**src/rtl/ppu_spr_render.sv**
```systemverilog
// Per-dot sprite renderer: eight X down-counters/pattern shifters plus
// sprite-vs-sprite and sprite-vs-background priority and sprite-0 hit.
module ppu_spr_render (
    input  logic       clk,
    input  logic       reset,
    input  logic [9:0] x_idx,
    input  logic [9:0] scanline,
    input  logic       ld,
    input  logic [2:0] ld_slot,
    input  logic [7:0] ld_bmp_low,
    input  logic [7:0] ld_bmp_high,
    input  logic [7:0] ld_attr,
    input  logic [7:0] ld_x,
    input  logic [3:0] bg_pixel,
    input  logic       show_bg,
    input  logic       show_spr,
    input  logic       show_bg_left,
    input  logic       show_spr_left,
    output logic [4:0] pixel_out,
    output logic       spr0_hit
);

    localparam int unsigned NUM_SLOTS = 8;
    localparam int unsigned BYTE_W    = 8;
    localparam int unsigned PIX_W     = 5;

    logic [BYTE_W-1:0] bmp_low_q  [NUM_SLOTS];
    logic [BYTE_W-1:0] bmp_low_d  [NUM_SLOTS];
    logic [BYTE_W-1:0] bmp_high_q [NUM_SLOTS];
    logic [BYTE_W-1:0] bmp_high_d [NUM_SLOTS];
    logic [BYTE_W-1:0] attr_q     [NUM_SLOTS];
    logic [BYTE_W-1:0] attr_d     [NUM_SLOTS];
    logic [BYTE_W-1:0] xcnt_q     [NUM_SLOTS];
    logic [BYTE_W-1:0] xcnt_d     [NUM_SLOTS];
    logic [PIX_W-1:0]  pixel_out_q, pixel_out_d;
    logic              spr0_hit_q, spr0_hit_d;

    logic [1:0]        pat [NUM_SLOTS];
    logic              visible;
    logic              left_dot;
    logic              spr_found;
    logic [1:0]        win_pat;
    logic [BYTE_W-1:0] win_attr;
    logic              spr0_opaque;
    logic              spr_ok;
    logic              spr_opaque;
    logic              bg_opaque;
    logic              hit_set;
    logic              unused_attr_bits;

    // Slot state, output pixel and sticky hit registers
    always_ff @(posedge clk or posedge reset) begin
        if (reset) begin
            for (int i = 0; i < NUM_SLOTS; i++) begin
                bmp_low_q[i]  <= '0;
                bmp_high_q[i] <= '0;
                attr_q[i]     <= '0;
                xcnt_q[i]     <= 8'hFF;
            end
            pixel_out_q <= '0;
            spr0_hit_q  <= 1'b0;
        end else begin
            for (int i = 0; i < NUM_SLOTS; i++) begin
                bmp_low_q[i]  <= bmp_low_d[i];
                bmp_high_q[i] <= bmp_high_d[i];
                attr_q[i]     <= attr_d[i];
                xcnt_q[i]     <= xcnt_d[i];
            end
            pixel_out_q <= pixel_out_d;
            spr0_hit_q  <= spr0_hit_d;
        end
    end

    // Dot classification and per-slot current pattern
    always_comb begin
        visible  = (scanline >= 10'd1) && (scanline <= 10'd240) && (x_idx < 10'd256);
        left_dot = (x_idx < 10'd8);
        for (int i = 0; i < NUM_SLOTS; i++) begin
            pat[i] = (xcnt_q[i] == 8'd0) ? {bmp_high_q[i][7], bmp_low_q[i][7]} : 2'b00;
        end
    end

    // Counter/shifter advance on visible dots; slot loads during fetch dots
    always_comb begin
        bmp_low_d  = bmp_low_q;
        bmp_high_d = bmp_high_q;
        attr_d     = attr_q;
        xcnt_d     = xcnt_q;
        if (visible) begin
            for (int i = 0; i < NUM_SLOTS; i++) begin
                if (xcnt_q[i] != 8'd0) begin
                    xcnt_d[i] = xcnt_q[i] - 8'd1;
                end else begin
                    bmp_low_d[i]  = {bmp_low_q[i][6:0], 1'b0};
                    bmp_high_d[i] = {bmp_high_q[i][6:0], 1'b0};
                end
            end
        end
        if (ld && (x_idx >= 10'd256)) begin
            bmp_low_d[ld_slot]  = ld_bmp_low;
            bmp_high_d[ld_slot] = ld_bmp_high;
            attr_d[ld_slot]     = ld_attr;
            xcnt_d[ld_slot]     = ld_x;
        end
    end

    // Lowest-indexed opaque slot wins; sprite-0 hit looks at every opaque slot
    always_comb begin
        spr_found   = 1'b0;
        win_pat     = 2'b00;
        win_attr    = '0;
        spr0_opaque = 1'b0;
        for (int i = 0; i < NUM_SLOTS; i++) begin
            if (!spr_found && (pat[i] != 2'b00)) begin
                spr_found = 1'b1;
                win_pat   = pat[i];
                win_attr  = attr_q[i];
            end
            if (attr_q[i][2] && (pat[i] != 2'b00)) begin
                spr0_opaque = 1'b1;
            end
        end
    end

    // Clipping, priority mux and sprite-0 hit
    always_comb begin
        spr_ok      = show_spr && !(left_dot && !show_spr_left);
        spr_opaque  = spr_found && spr_ok;
        bg_opaque   = show_bg && !(left_dot && !show_bg_left) && (bg_pixel[1:0] != 2'b00);
        pixel_out_d = '0;
        if (visible) begin
            if (spr_opaque && !(bg_opaque && win_attr[5])) begin
                pixel_out_d = {1'b1, win_attr[1:0], win_pat};
            end else if (bg_opaque) begin
                pixel_out_d = {1'b0, bg_pixel};
            end
        end
        hit_set    = visible && spr0_opaque && spr_ok && bg_opaque && (x_idx != 10'd255);
        spr0_hit_d = spr0_hit_q;
        if ((scanline == 10'd0) && (x_idx == 10'd0)) begin
            spr0_hit_d = 1'b0;
        end else if (hit_set) begin
            spr0_hit_d = 1'b1;
        end
    end

    // Attribute bits that this stage stores but never interprets
    always_comb begin
        unused_attr_bits = 1'b0;
        for (int i = 0; i < NUM_SLOTS; i++) begin
            unused_attr_bits = unused_attr_bits ^ (^{attr_q[i][7:6], attr_q[i][4:3]});
        end
    end

    assign pixel_out = pixel_out_q;
    assign spr0_hit  = spr0_hit_q;

endmodule

```
**config.mk**
```make
export PLATFORM = sky130hd
export DESIGN_NAME = ppu_spr_render
export DESIGN_NICKNAME = d
export VERILOG_FILES = /design/src/rtl/ppu_spr_render.sv
export SDC_FILE = /design/constraint.sdc
export NUM_CORES = 1
export LEC_CHECK = 0
export CAP_MARGIN = 20
export CORE_ASPECT_RATIO = 0.6
export CORE_MARGIN = 2
export CORE_UTILIZATION = 41
export DETAILED_ROUTE_END_ITERATION = 7
export PLACE_DENSITY_LB_ADDON = 0.2
export SYNTH_ARGS = -nofsm -noshare
export SYNTH_HDL_FRONTEND = slang
export SYNTH_SLANG_ARGS = --single-unit
```
**constraint.sdc**
```tcl
create_clock -name clk -period 10.4 [get_ports clk]
set_input_delay 1.56 -clock clk [delete_from_list [all_inputs] [get_ports clk]]
set_output_delay 1.56 -clock clk [all_outputs]
set_load 0.02 [all_outputs]
```
### Word-level counts from Yosys, hierarchy flattened

Index checks and enable logic that the tools add are counted.
Widths: inputs -> output; s select.

* $add $sub $neg: 8
* $lt $le $gt $ge: 7
* equality and inequality tests: 1
* mux-type cells: 81
* bitwise gates (word level): 1
* reductions and logical operators: 72

Operators with widths (count)
* $mux 64: 6
* $bwmux 64: 4
* $mux 8: 25
* $logic_not 8->1: 8
* $reduce_bool 8->1: 8
* $sub 8x1->8 const B: 8
* $mux 6: 8
* $logic_and 1x1->1: 32
* $mux 2: 16
* $demux 8 s3: 1
* $logic_not 10->1: 2
* $reduce_bool 2->1: 10
* $mux 1: 18
* $logic_not 1->1: 12
* $ge 10x1->1 const B: 1
* $ge 10x9->1 const B: 1
* $le 10x8->1 const B: 1
* $lt 10x4->1 const B: 1
* $lt 10x9->1 const B: 1
* $mux 5: 2
* $ne 10x8->1 const B: 1
* $ge 4x4->1 const B: 1
* $lt 4x1->1 const B: 1
* $mux 4: 1
* $not 3->4: 1

* flip-flop bits (word level): 262
* output and inout bits: 6

### Longest topological paths before layout

* word-level depth: 30
* depth in mapped cells: 10
* gate-level depth less buffers: 9

### Least setup slack after synthesis

OpenSTA, ideal clock, no wires.

* path type: input to register
* start point: input port x_idx[8]
* end point: register bmp_low_q[54] (netlist bit)
* setup time: 0.136 ns
* data arrival time: 3.407 ns
* setup slack: 6.856 ns
* cell stages on the path: 8
* buffers on the path: 2
* cells stage by stage: or2_1 nor3_1 o211ai_1 clkbuf_8 nor2_1 buf_2 mux2i_1 o21ai_0

RTL lines
* start, declared: line 6 `input logic [9:0] x_idx,`
* end signal, assigned by index: line 64 `bmp_low_q[i] <= bmp_low_d[i];`
* end, declared: line 27 `logic [BYTE_W-1:0] bmp_low_q [NUM_SLOTS];`

### Worst setup path in the final report

* start point: input port x_idx[8]
* end point: register spr0_hit_q, in the netlist spr0_hit

* word-level cells in the longest chain between the ends: 8
* elaborated cells between the ends (all ways): 19
* classes of those cells: order compare: 2; eq/ne: 1; mux: 1; reduce/logical: 15

Ends and longest elaborated chain
* $lt 10x4->1: line 77 `left_dot = (x_idx < 10'd8);`
* $logic_and 1x1->1 (on tied branches): line 127, 129
* $logic_not 1->1 (on tied branches): line 127, 129
* $logic_and 1x1->1 (on tied branches): line 127, 129
* $logic_and 1x1->1 (on tied branches): line 138, 129
* $logic_and 1x1->1 (2 in a row): line 138 `hit_set = visible && spr0_opaque && spr_ok && bg_opaque && (x_idx != 10'd255);`
* $reduce_bool 2->1 (no source line)
* end signal, assigned: line 70 `spr0_hit_q <= spr0_hit_d;`
* end, declared: line 36 `logic spr0_hit_q, spr0_hit_d;`

Several ways; a longest one is shown, not always the timed one.
A chain may end at the register's enable or synchronous reset.

==> run summary <==
Derived from the worst setup path, the maximum achievable clock frequency is 233 MHz. The transition time at the pin with the least slew margin is 1.07 ns, and the post-synthesis share of cell area spent on xor and xnor gates is 3.17%. The area growth from synthesis to layout is 14.3%. The synthesized netlist devotes 1.47% of its cell area to adder and majority cells. After detailed routing, the average wire length per cell comes to 18.9 um. The logs give 0.54 ns for the clock latency of the later-clocked register in the worst-skew pair and 0 for the number of antenna-violating nets in the routed design.

The hold slack was 0.486 ns. The tools report the critical path capture point type as a register. The tools report the maximum buffer depth of the clock tree as 3. Most used cell along the critical path: sky130_fd_sc_hd__nor3_1. The synthesized netlist contains 74 unique library cells.

After the first detailed-routing iteration, the DRC count stood at 822. The dominant combinational cell family by area after synthesis was simple AND/OR/NAND/NOR gates. sky130_fd_sc_hd__dfrtp_1 takes more of the synthesized area than any other cell. The critical path goes through clkdlybuf4s50_1 > or2_1 > nor3_1 > o211ai_1 > buf_4 > nor3_1 > o311ai_0 > a31oi_1 > o32a_1. Sorting the synthesized cells by area gives the leading types as sky130_fd_sc_hd__dfrtp_1 35%, sky130_fd_sc_hd__dfstp_2 14%, sky130_fd_sc_hd__mux2i_1 10%. The worst pin sits at a relative slew slack of 28.9%. The area share of and/or/nand/nor cells after synthesis was 19.2%; the data required time of the worst path was 10.87 ns. The kind of cell with the highest combined delay on the critical path was compound AO/OA/AOI/OAI gates. Of the cells placed in the final design, the portion with a size suffix greater than 1 is 11.7%. In the synthesized netlist the async set-or-reset flop fraction comes to 100%.

In this run, post-CTS repair resized a total of 0 instances. For this run, the post-layout net count is 1394. The data arrival at the endpoint of the critical path was 4.76 ns; the full die area was 30400 um^2. The floorplan step defined a core boundary enclosing 28600 um^2.

The share of the Yosys chip area taken by registers is 49.1%. The flow ran to the end, and the final reports show no timing, DRC or antenna violations. For the peak supply drop, the log shows 0.104 mV. Counting flops and latches in the post-synthesis netlist gives 230. The finished cells cover 13600 um^2.

In the synthesized netlist the dominant register cell turns out to be sky130_fd_sc_hd__dfrtp_1. The floorplan step set the die height to 136 um. The total power density per cell area came out at 215 nW/um^2. The cell sitting at the root of the clock tree is a sky130_fd_sc_hd__clkbuf_16. The run gives 8681 as the via count of the first global-routing pass.

The first-pass iteration count of the detailed router was 5; the synthesized-area fraction occupied by ao, oa, aoi and oai cells was 12.5%. Multiplexer cells account for 10.8% of the synthesized area. The die is 224 um wide. The setup path with the least slack is of type in -> reg. After global routing the overflow that remains totals 0. The placed instances occupy a cell area of 12800 um^2.

Setup violations remaining at the end of the flow were counted as 0. The tools report the net count after synthesis as 1372. Entering global routing, the biggest net connects 97 pins. During synthesis, Yosys emitted a total of 0 warnings. Ranked by instance count, the synthesized netlist is headed by 325 x sky130_fd_sc_hd__nand2_1, 195 x sky130_fd_sc_hd__o21ai_0, 166 x sky130_fd_sc_hd__dfrtp_1.

During placement, the flow inserted port buffers numbering 67. Most frequent cell after synthesis: sky130_fd_sc_hd__nand2_1. The number of vias in the routed layout was 9256; the area share of the largest cell type after synthesis was 35.0%. Summed over all layers, the routed wires come to 32.3 mm.

The number of buffer and inverter stages on the critical path is 2. TritonCTS built the clock tree. The logs give 0 for the number of max-slew violations in the final report and 22.2 mm for the half-perimeter wire length of the detailed placement result.

Adding up every negative setup slack in the final design gives 0 ns. The post-synthesis cell count was 1292. Counting every sink on the clock net gives 230. For the initial antenna violation count, the log shows 1. In the routed layout, each cell is associated on average with a via count of 5.42.

The share of the clock period used by the worst path after layout came out at 41.3%. The final weighted congestion in routability-driven placement is 0.901, and the largest stage delay on the critical path is 0.57 ns. For the final count of hold timing violations, the log shows 0.

For the number of buffers created by CTS, the log shows 23. The number of buffers inserted to repair setup after CTS is 0, and the cts-stage hold buffer count is 0. For the wire length of the first global-routing pass, the log shows 51.7 mm. The slowest stage cell on the critical path was sky130_fd_sc_hd__nor3_1.

Global routing used 21.9% of the available tracks across all layers. The class of the worst hold path is reg -> reg. The area of the mapped netlist is 11900 um^2.

Max-cap violations in this run came to 0. 72 I/O pins were placed. For the finished layout, the period the worst path requires is 4.29 ns.

Setup repair after global routing left no endpoint under its margin. Across the routed clock network, the largest skew measured is 0.0191 ns. Clock-pin slew was measured on the worst setup and hold paths at 0.06 ns.

Summed over all cells, the static leakage comes to 5.28 nW. Element type at the critical path start: an input pin. In this run the mean area of a mapped cell was 9.19 um^2. The logs give 0 for the total DRC errors in the routed layout and 41.5% for the effective utilization at floorplan.

The largest fanout on the critical path was 22; the count of H-tree levels built during CTS was 1. The floorplan has 48 rows. The number of enable flip-flop cells after synthesis works out to 0.
## cells by family (layout without fill, tap and decap cells)
kind of cell	count (synthesis)	after routing
and+or+nand+nor	511	511
muxes	128	128
xor gates and xnor gates	43	43
other	0	1
AOI/OAI and AO/OA	259	259
buffers and inverters	107	146
adders and majority gates	14	14
DFF	230	230
## final timing paths
check                                       from                       end  slack (ns)  cells after the start
min reg2reg                attr_q[1]$_DFFE_PP0P_     attr_q[1]$_DFFE_PP0P_        0.49                      2
min in group asynchronous                  reset  bmp_high_q[60]$_DFF_PP0_        1.53                      2
max                                     x_idx[8]      spr0_hit$_DFFE_PP0P_        6.11                      9
min                        attr_q[1]$_DFFE_PP0P_     attr_q[1]$_DFFE_PP0P_        0.49                      2
max reg2reg                 xcnt_q[56]$_DFF_PP1_    pixel_out[1]$_DFF_PP0_        7.12                      9
max in group asynchronous                  reset   bmp_low_q[22]$_DFF_PP0_        7.48                      3
## worst reg2reg max path, delay by kind of cell (launching register included)
family,cells,cell delay (ns)
AO/OA/AOI/OAI,2,0.35
AND/OR/NAND/NOR,4,1.60
buffers and inverters,1,0.06
multiplexers,1,0.40
flip-flops,1,0.55
adder cells (fa/ha/maj),1,0.18
## layout make-up
class	instances	area, um^2
Fill cell	2731	15100
Sequential cell	230	5840
Timing Repair Buffer	84	818
Clock inverter	2	25.0
Antenna cell	1	2.50
Clock buffer	40	709
Tap cell	375	469
Inverter	20	82.6
Multi-Input combinational cell	955	5630
## power breakdown
part,switching [mW],internal (mW),total (mW)
clock network,0.366,0.464,0.831
logic,0.336,0.281,0.618
registers,0.225,1.25,1.47
total,0.927,1.99,2.92
## through the flow
step	setup slack, ns	total power [mW]	util, %	std cells
after floorplan	2.64	1.88	-	1292
after global placement	5.64	2.07	44.7	1663
after detailed placement	5.60	2.09	44.7	1663
after CTS	6.15	2.93	47.3	1705
after global routing	6.04	3.11	47.4	1706
final	6.11	2.92	47.4	1707
## sequential cells by signal, indices dropped and copies added, names as in the netlist
register    count
attr_q         32
bmp_high_q     64
bmp_low_q      64
pixel_out       5
spr0_hit        1
xcnt_q         64
## routing by layer
layer	part of all wire (%)	global-route usage [%]
met4	1.4	3.22
met1	53	35.5
met5	0	0
met2	39	30.0
met3	6.5	4.26
## cells in the final DEF (no fill, tap or decap), types with 23 or more instances in the layout
cell / n
sky130_fd_sc_hd__nand2_1: 325
sky130_fd_sc_hd__o21ai_0: 195
sky130_fd_sc_hd__dfrtp_1: 166
sky130_fd_sc_hd__mux2i_1: 123
sky130_fd_sc_hd__clkdlybuf4s50_1: 67
sky130_fd_sc_hd__dfstp_2: 64
sky130_fd_sc_hd__nor2_1: 49
sky130_fd_sc_hd__nor3_1: 28
sky130_fd_sc_hd__xor2_1: 23
sky130_fd_sc_hd__clkbuf_16: 23
No activity file was read; power rests on OpenSTA's default activity.
